**src/rtl/adventure_pkg.sv**
```systemverilog
// Shared types and defaults for the dungeon move controller.
package adventure_pkg;

  typedef enum logic [2:0] {RESTART, IDLE, ISSUE, SETTLE, OVER} ctrl_state_t;
  typedef enum logic [1:0] {DIR_N, DIR_S, DIR_E, DIR_W} dir_t;

  localparam int CNT_W_DEF       = 8;
  localparam int COOLDOWN_DEF    = 2;
  localparam int RESTART_CYC_DEF = 2;

  // Counter width able to hold values 0..n-1, never narrower than one bit.
  function automatic int cnt_bits(input int n);
    return (n > 1) ? $clog2(n) : 1;
  endfunction

endpackage

```
**src/rtl/rise_detect.sv**
```systemverilog
// One-bit rising-edge detector on a debounced button level.
module rise_detect (
  input  logic clock,
  input  logic R_n,
  input  logic lvl,
  output logic rise
);

  logic prev_q;

  always_ff @(posedge clock or negedge R_n) begin
    if (!R_n) prev_q <= 1'b0;
    else      prev_q <= lvl;
  end

  assign rise = lvl & ~prev_q;

endmodule

```
**src/rtl/adventure_move_ctrl.sv**
```systemverilog
// Turns button presses into single-cycle move pulses for the dungeon room machine.
//   state   | meaning
//   RESTART | holding room machine in reset, clearing game progress
//   IDLE    | waiting for a direction press or an end-of-game room
//   ISSUE   | one-cycle move pulse on the latched direction
//   SETTLE  | cooldown while the room machine settles after a move
//   OVER    | game ended (won or died), direction input locked out
module adventure_move_ctrl
  import adventure_pkg::*;
#(
  parameter int CNT_W       = CNT_W_DEF,
  parameter int COOLDOWN    = COOLDOWN_DEF,
  parameter int RESTART_CYC = RESTART_CYC_DEF
) (
  input  logic             clock,
  input  logic             R_n,
  input  logic             btn_n,
  input  logic             btn_s,
  input  logic             btn_e,
  input  logic             btn_w,
  input  logic             btn_new,
  input  logic             room_sw,
  input  logic             room_win,
  input  logic             room_d,
  output logic             mv_n,
  output logic             mv_s,
  output logic             mv_e,
  output logic             mv_w,
  output logic             mv_v,
  output logic             room_R,
  output logic [CNT_W-1:0] move_cnt,
  output logic             busy,
  output logic             game_over,
  output logic             won
);

  localparam int SW = cnt_bits(COOLDOWN);
  localparam int RW = cnt_bits(RESTART_CYC);

  logic ev_n, ev_s, ev_e, ev_w, ev_new;

  rise_detect u_rd_n   (.clock(clock), .R_n(R_n), .lvl(btn_n),   .rise(ev_n));
  rise_detect u_rd_s   (.clock(clock), .R_n(R_n), .lvl(btn_s),   .rise(ev_s));
  rise_detect u_rd_e   (.clock(clock), .R_n(R_n), .lvl(btn_e),   .rise(ev_e));
  rise_detect u_rd_w   (.clock(clock), .R_n(R_n), .lvl(btn_w),   .rise(ev_w));
  rise_detect u_rd_new (.clock(clock), .R_n(R_n), .lvl(btn_new), .rise(ev_new));

  ctrl_state_t      state_q, state_d;
  dir_t             dir_q, dir_d;
  logic [RW-1:0]    rcnt_q, rcnt_d;
  logic [SW-1:0]    scnt_q, scnt_d;
  logic [CNT_W-1:0] cnt_q, cnt_d;
  logic             sword_q, sword_d;
  logic             over_q, over_d;
  logic             won_q, won_d;
  logic             room_r_q, room_r_d;

  always_comb begin
    state_d  = state_q;
    dir_d    = dir_q;
    rcnt_d   = rcnt_q;
    scnt_d   = scnt_q;
    cnt_d    = cnt_q;
    sword_d  = sword_q;
    over_d   = over_q;
    won_d    = won_q;

    if (state_q != RESTART && room_sw) sword_d = 1'b1;

    case (state_q)
      RESTART: begin
        sword_d = 1'b0;
        cnt_d   = '0;
        over_d  = 1'b0;
        won_d   = 1'b0;
        if (rcnt_q == RW'(RESTART_CYC - 1)) begin
          state_d = IDLE;
          rcnt_d  = '0;
        end else begin
          rcnt_d = rcnt_q + RW'(1);
        end
      end
      IDLE: begin
        if (room_win || room_d) begin
          state_d = OVER;
          over_d  = 1'b1;
          won_d   = room_win;
        end else if (ev_n || ev_s || ev_e || ev_w) begin
          state_d = ISSUE;
          if (ev_n)      dir_d = DIR_N;
          else if (ev_s) dir_d = DIR_S;
          else if (ev_e) dir_d = DIR_E;
          else           dir_d = DIR_W;
        end
      end
      ISSUE: begin
        cnt_d   = (&cnt_q) ? cnt_q : cnt_q + CNT_W'(1);
        state_d = SETTLE;
        scnt_d  = SW'(COOLDOWN - 1);
      end
      SETTLE: begin
        if (scnt_q == '0) begin
          if (room_win || room_d) begin
            state_d = OVER;
            over_d  = 1'b1;
            won_d   = room_win;
          end else begin
            state_d = IDLE;
          end
        end else begin
          scnt_d = scnt_q - SW'(1);
        end
      end
      OVER: ;
      default: state_d = RESTART;
    endcase

    // New-game press overrides every other transition outside RESTART.
    if (state_q != RESTART && ev_new) begin
      state_d = RESTART;
      rcnt_d  = '0;
    end

    room_r_d = (state_d == RESTART);
  end

  always_ff @(posedge clock or negedge R_n) begin
    if (!R_n) begin
      state_q  <= RESTART;
      dir_q    <= DIR_N;
      rcnt_q   <= '0;
      scnt_q   <= '0;
      cnt_q    <= '0;
      sword_q  <= 1'b0;
      over_q   <= 1'b0;
      won_q    <= 1'b0;
      room_r_q <= 1'b1;
    end else begin
      state_q  <= state_d;
      dir_q    <= dir_d;
      rcnt_q   <= rcnt_d;
      scnt_q   <= scnt_d;
      cnt_q    <= cnt_d;
      sword_q  <= sword_d;
      over_q   <= over_d;
      won_q    <= won_d;
      room_r_q <= room_r_d;
    end
  end

  assign mv_n      = (state_q == ISSUE) && (dir_q == DIR_N);
  assign mv_s      = (state_q == ISSUE) && (dir_q == DIR_S);
  assign mv_e      = (state_q == ISSUE) && (dir_q == DIR_E);
  assign mv_w      = (state_q == ISSUE) && (dir_q == DIR_W);
  assign mv_v      = sword_q;
  assign room_R    = room_r_q;
  assign move_cnt  = cnt_q;
  assign busy      = (state_q != IDLE);
  assign game_over = over_q;
  assign won       = won_q;

endmodule

```
**config.mk**
```make
export PLATFORM = sky130hd
export DESIGN_NAME = adventure_move_ctrl
export DESIGN_NICKNAME = d
export VERILOG_FILES = /design/src/rtl/adventure_pkg.sv /design/src/rtl/rise_detect.sv /design/src/rtl/adventure_move_ctrl.sv
export SDC_FILE = /design/constraint.sdc
export NUM_CORES = 1
export LEC_CHECK = 0
export BUFFER_PORTS_ARGS = -buffer_cell sky130_fd_sc_hd__buf_2
export CORE_ASPECT_RATIO = 1.25
export CORE_UTILIZATION = 47
export CTS_BUF_LIST = sky130_fd_sc_hd__clkbuf_16
export DETAILED_ROUTE_END_ITERATION = 6
export PLACE_DENSITY = 0.7
export RECOVER_POWER = 100
export SYNTH_ARGS = -nofsm -noshare
export SYNTH_HDL_FRONTEND = slang
export SYNTH_SLANG_ARGS = --single-unit
```
**constraint.sdc**
```tcl
create_clock -name clock -period 1.6 [get_ports clock]
set_clock_uncertainty 0.1 [all_clocks]
set_input_delay 0.32 -clock clock [delete_from_list [all_inputs] [get_ports clock]]
set_output_delay 0.32 -clock clock [all_outputs]
set_load 0.01 [all_outputs]
```
==> results of run 1 <==
-- synthesized netlist by cell type (2+ instances only) --
library cell	n	area share, %
nor2_1	17	5.4
nand4_1	2	1.1
inv_1	6	1.9
a2bb2oi_1	2	1.5
and3_1	2	1.1
dfrtp_1	23	49
buf_6	2	1.9
nor2b_1	6	3.2
xor2_1	3	2.2
nor3_1	2	0.85
clkbuf_1	2	0.64
or3_1	3	1.6
nand3_1	6	2.5
nand2_1	6	1.9
o21ai_0	7	3.0
a21oi_1	10	4.2
-- stage by stage --
stage / util [%] / total power [uW] / worst slack [ps] / hold slack, ps / instances
global route: 77.0 / 2830 / -290 / 70.8 / 200
detailed placement: 62.6 / 1590 / -9.41 / 230 / 184
CTS: 71.5 / 2450 / -253 / 69.5 / 195
floorplan: - / 1330 / 13.5 / -75.6 / 119
global placement: 62.6 / 1570 / 39.5 / 228 / 184
finish: 77.0 / 2710 / -253 / 73.0 / 200
-- where the power goes --
part | switching [uW] | leakage, uW | internal [uW]
clock network | 215 | 0.0000511 | 497
logic | 572 | 0.000458 | 546
registers | 125 | 0.000306 | 753
-- cells in the final DEF (no fill, tap or decap), types with 2 or more instances in the layout --
cell       count
a21oi_1        8
a2bb2oi_1      2
and3_1         2
buf_2         20
buf_4         14
buf_6         10
clkbuf_1       3
clkbuf_16      3
dfrtp_1       22
inv_1          5
nand2_1        4
nand3_1        5
nand4_1        2
nor2_1        16
nor2b_1        6
nor3b_4        2
o21ai_0        2
o21ai_1        4
or3_1          2
xor2_1         3
-- critical path, cell delays in order, from the launching register on --
cell and delay, ps:
dfrtp_1 370, inv_2 60, or3_4 420, nor3b_4 170, buf_2 150
-- cells by family (layout without fill, tap and decap cells) --
family	Yosys count	count (layout)	share of synthesized area (%)
buffers and inverters	10	60	4.46
AO/OA/AOI/OAI	30	30	17.8
multiplexers	1	1	0.955
XOR/XNOR	3	3	2.23
adder cells (fa/ha/maj)	1	1	1.06
AND/OR/NAND/NOR	50	50	22.4
flip-flops	24	24	51.1
-- registers in the layout, summed over array words and instances, names as in the netlist --
name,count
dir_q,2
game_over,1
u_rd_new.prev_q,1
mv_v,1
scnt_q,1
state_q,3
rcnt_q,1
won,1
u_rd_w.prev_q,1
room_R,1
move_cnt,8
u_rd_s.prev_q,1
u_rd_n.prev_q,1
u_rd_e.prev_q,1
-- what timing repair did --
action                                  in CTS  in global routing
setup buffers                                6                  5
hold buffers                                 1                  0
resized for setup                           12                 22
endpoints found under the setup margin       6                 17
pin swaps                                    2                 10
gates cloned                                 0                  0
endpoints found under the hold margin       23                  0
-- layout make-up --
| type | instances | area (um^2) |
|---|---|---|
| Tap cell | 31 | 38.8 |
| Inverter | 6 | 22.5 |
| Clock inverter | 1 | 30.0 |
| Clock buffer | 3 | 75.1 |
| Fill cell | 152 | 524 |
| Sequential cell | 24 | 603 |
| Multi-Input combinational cell | 85 | 624 |
| Timing Repair Buffer | 50 | 364 |
-- routing by layer --
| metal | part of all wire (%) | global-route usage [%] | wire length (um) | vias to the layer above |
|---|---|---|---|---|
| li1 | - | - | - | 531 |
| met1 | 40 | 28.2 | 1230 | 540 |
| met2 | 55 | 39.1 | 1720 | 31 |
| met3 | 3.0 | 3.74 | 94 | 4 |
| met4 | 2.0 | 9.80 | 61 | 0 |
| met5 | 0 | 0 | 0 | - |
-- how the worst max path moves through the flow --
| stage | startpoint | end |
|---|---|---|
| finish | state_q[1]$_DFF_PN0_ | mv_s |
| floorplan | state_q[2]$_DFF_PN0_ | mv_s |
| CTS | state_q[0]$_DFF_PN0_ | mv_s |
| detailed placement | state_q[2]$_DFF_PN0_ | state_q[1]$_DFF_PN0_ |
| global route | state_q[1]$_DFF_PN0_ | mv_s |
| global placement | state_q[0]$_DFF_PN0_ | mv_s |
==> reports/results.txt, run 1 <==
Outcome = complete, but fails checks
Violated checks = negative setup slack
Ports = 27
Fin crit share = 116%
Total grt overflow = 0
WHS Path Cells = 1
Share of layout cells above drive strength 1 = 42.6%
Reg clk slew, reported paths = 60 ps
Synth Register Bits = 24
Reg2Reg Setup Slack = -120 ps
Drt initial violations = 44
P_leak = 0.000816 uW
Total Wirelength = 3110 um
Worst-Margin Slew = 585 ps
Synth Flop Type = dfrtp_1
Setup TNS = -1940 ps
Final instance area = 0.00176 mm^2
Number of port buffers = 26
Total DRC errors in the routed layout = 0
CTS tree = built
Min-Delay Path Class = input pin to flop
WP data required = 1180 ps
Post-synth EDFFs = 0
PnR worst setup slack = -253 ps
GRT Total Usage = 23.1%
Seq/Total Area, Yosys = 51.1%
CTS H-tree lvls = 1
CTS sink cnt = 24
Clk_lat worst skew = 260 ps
Syn Inst Count = 119
RSZ-0062 raised after global routing = yes
Reg2reg end = rcnt_q$_DFFE_PN0P_
Setup crit end kind = output port
Max Clk Rate = 540 MHz
Largest net degree at the start of global routing = 25
Avg Cell Area, Syn = 9.90 um^2
Max-cap violations = 0
TritonCTS Buffers = 3
Reg2reg path depth = 7
Reg-to-Reg Start = state_q[1]$_DFF_PN0_
CP arrival = 1430 ps
Final HPWL from detailed placement = 1850 um
VDD IR max = 1270 uV
# nets final = 181
Die width = 46.8 um
PwrDens = 1540 mW/mm^2
Crit Path Category = flop to output port
First-pass GRT wire length = 4400 um
Worst-path fanout max = 3
Syn-to-layout area delta = 49.2%
Die footprint = 0.00271 mm^2
WHS Endpoint = u_rd_s.prev_q$_DFF_PN0_
Synth cell types = 36
Initial antenna violation count = 0
Vias in the first global route = 991
Initial core utilization = 51.6%
Relative max-transition margin = 61.0%
Hold path start = btn_s
Final ANT Viol Nets = 0
Post-Syn Nets = 130
# setup viols final = 16
Final Hold Viols = 0
Longest Clk Path Bufs = 2
CTS root buffer = clkbuf_16
Setup crit start kind = flop
Core area = 0.00228 mm^2
Routed wire per std cell = 15.5 um
Ys async rst share = 100%
Fin crit period = 1850 ps
Synthesis Warnings = 0
Row count = 19
DP Area = 0.00143 mm^2
Post-Syn Area = 0.00118 mm^2
Routed vias/inst = 5.53
Final Slew Violations = 0
Chip height = 58.0 um
DRT Pass-1 Iters = 4
Routability congestion estimate = 0.858
Via count = 1106
Antenna cells = 0
Power figures use the tool's default switching activity.
==> inputs of run 2 (changes only) <==
--- a/config.mk
+++ b/config.mk
@@ -12,6 +12,7 @@
 export DETAILED_ROUTE_END_ITERATION = 6
 export PLACE_DENSITY = 0.7
 export RECOVER_POWER = 100
+export SLEW_MARGIN = 20
 export SYNTH_ARGS = -nofsm -noshare
 export SYNTH_HDL_FRONTEND = slang
 export SYNTH_SLANG_ARGS = --single-unit
==> constraint.sdc (replaced) <==
create_clock -name clock -period 1.6 [get_ports clock]
set_clock_uncertainty 0.1 [all_clocks]
set_input_delay 0.08 -clock clock [delete_from_list [all_inputs] [get_ports clock]]
set_output_delay 0.08 -clock clock [all_outputs]
set_load 0.01 [all_outputs]
==> run 2 against run 1 <==
Effect of this change:
- the flow still finishes with violations (negative setup slack)
- combinational power decreased by 26%
- final cell count up 0.50%
- global-route usage increased by 0.83 points
- utilization is 2.8 points lower
- fmax rose by 5.2%
- die area stayed put
- setup slack improved by 92 ps
- clock power fell by 25%
- largest cell class is now flip-flops and latches
- final area down 3.6%
- first-iteration DRC count fell by 30%
- register-to-register slack got worse by 40 ps
==> reports/results.txt, run 2 (synthesis gave the netlist of run 1 again) <==
Outcome = complete, but fails checks
Violated checks = negative setup slack
Crit Path Category = flop to flop
Met1 Resource Use GR = 29.8%
CTS H-tree lvls = 1
Reg2Reg Setup Slack = -160 ps
# nets final = 182
Grt peak-use layer = met2
Reg2reg end = state_q[1]$_DFF_PN0_
Fin crit period = 1760 ps
Max Clk Rate = 568 MHz
Final Hold Viols = 0
Longest Clk Path Bufs = 2
Area of the multi-input gates = 598 um^2
End point of the critical path = state_q[1]$_DFF_PN0_
Core area = 0.00228 mm^2
Final Slew Violations = 0
Row count = 19
Total grt overflow = 0
Relative max-transition margin = 61.1%
Commonest non-fill, non-tap cell in the layout = dfrtp_1
GR Util met2 = 37.5%
Most frequent cells in the layout = dfrtp_1 (21), nor2_1 (17), buf_2 (13)
P_leak = 0.000742 uW
Layout Utilization = 74.2%
CTS tree = built
Total DRC errors in the routed layout = 0
Number of port buffers = 26
PnR worst setup slack = -161 ps
Antenna cells = 0
Worst-Margin Slew = 583 ps
Die width = 46.8 um
Share of layout cells above drive strength 1 = 34.7%
Total Wirelength = 2960 um
GRT Total Usage = 24.0%
Reg2reg path depth = 5
Drt initial violations = 31
Max-cap violations = 0
Reg-to-Reg Start = state_q[1]$_DFF_PN0_
TritonCTS Buffers = 3
Die footprint = 0.00271 mm^2
Setup crit start kind = flop
Final hold slack = 34.6 ps
Worst-path fanout max = 6
Max reg flops = 8
Routed wire per std cell = 14.7 um
Reg area = 604 um^2
# fillers = 174
Fin crit share = 110%
DRT Pass-1 Iters = 4
Setup crit end kind = flop
Routed vias/inst = 5.47
Clk_lat worst skew = 260 ps
First-pass GRT wire length = 4680 um
RSZ-0062 raised after global routing = yes
Min-Delay Path Class = input pin to flop
PwrDens = 1330 mW/mm^2
Final ANT Viol Nets = 0
CTS root buffer = clkbuf_16
VDD IR max = 1140 uV
Syn-to-layout area delta = 43.7%
WP data required = 1630 ps
CTS sink cnt = 24
Met3 usage = 4.36%
# setup viols final = 9
Crit path from = state_q[1]$_DFF_PN0_
Initial antenna violation count = 0
CP arrival = 1790 ps
Via count = 1099
Reg clk slew, reported paths = 60 ps
Pre-CTS setup slack = 29.5 ps
Vias in the first global route = 1095
Ports = 27
Initial core utilization = 51.6%
Chip height = 58.0 um
Largest net degree at the start of global routing = 25
Final HPWL from detailed placement = 1800 um
Routability congestion estimate = 0.741
-- run 2: layer usage --
metal	part of all wire (%)	wire length (um)	vias up
met1	43	1280	529
met3	5.1	150	8
met4	2.1	63	0
met2	49	1470	37
li1	-	-	525
met5	0	0	-
-- run 2: area by class of cell --
type	instances	area share, %
multi-input cells	85	35.3
clock inverters	1	0.222
flip-flops and latches	24	35.7
well taps	31	2.29
clock buffers	3	4.43
inverters	6	1.33
repair buffers	51	20.8
-- run 2: timing repair --
item / 4_1_cts / 5_1_grt
resized for setup: 5 / 22
buffers inserted: 5 / 3
hold buffers: 7 / 0
endpoints found under the hold margin: 29 / 0
pin swaps: 1 / 10
setup endpoints to repair: 4 / 16
-- run 2: stage by stage --
step                setup TNS, ps  instance area [um^2]  power, uW  instances
floorplan                       0                  1180       1310        119
CTS                         -11.5                  1600       2190        198
detailed placement              0                  1390       1550        182
finish                       -589                  1690       2250        201
global placement                0                  1390       1520        182
global route                -1050                  1690       2360        201
-- run 2: power by group --
| part | total [uW] | switching (uW) | internal (uW) |
|---|---|---|---|
| clock | 535 | 201 | 334 |
| combinational | 827 | 444 | 382 |
| sequential | 888 | 133 | 755 |
| total | 2250 | 779 | 1470 |
-- run 2: critical path: stages, from the launching register on --
cell       delay [ps]
dfrtp_1           430
buf_4             170
nor2_1            220
nand3_2           180
a2bb2oi_1         190
a211oi_1          340
-- run 2: worst min-delay path by stage --
stage | endpoint | startpoint | slack, ps | cells after the start
2_1_floorplan | dir_q[0]$_DFFE_PN0P_ | R_n | -320 | 0
3_3_place_gp | move_cnt[3]$_DFFE_PN0P_ | R_n | -10 | 1
3_5_place_dp | move_cnt[3]$_DFFE_PN0P_ | R_n | -10 | 1
4_1_cts | won$_DFFE_PN0P_ | room_win | 30 | 3
5_1_grt | won$_DFFE_PN0P_ | room_win | 60 | 3
6_report | won$_DFFE_PN0P_ | room_win | 30 | 3
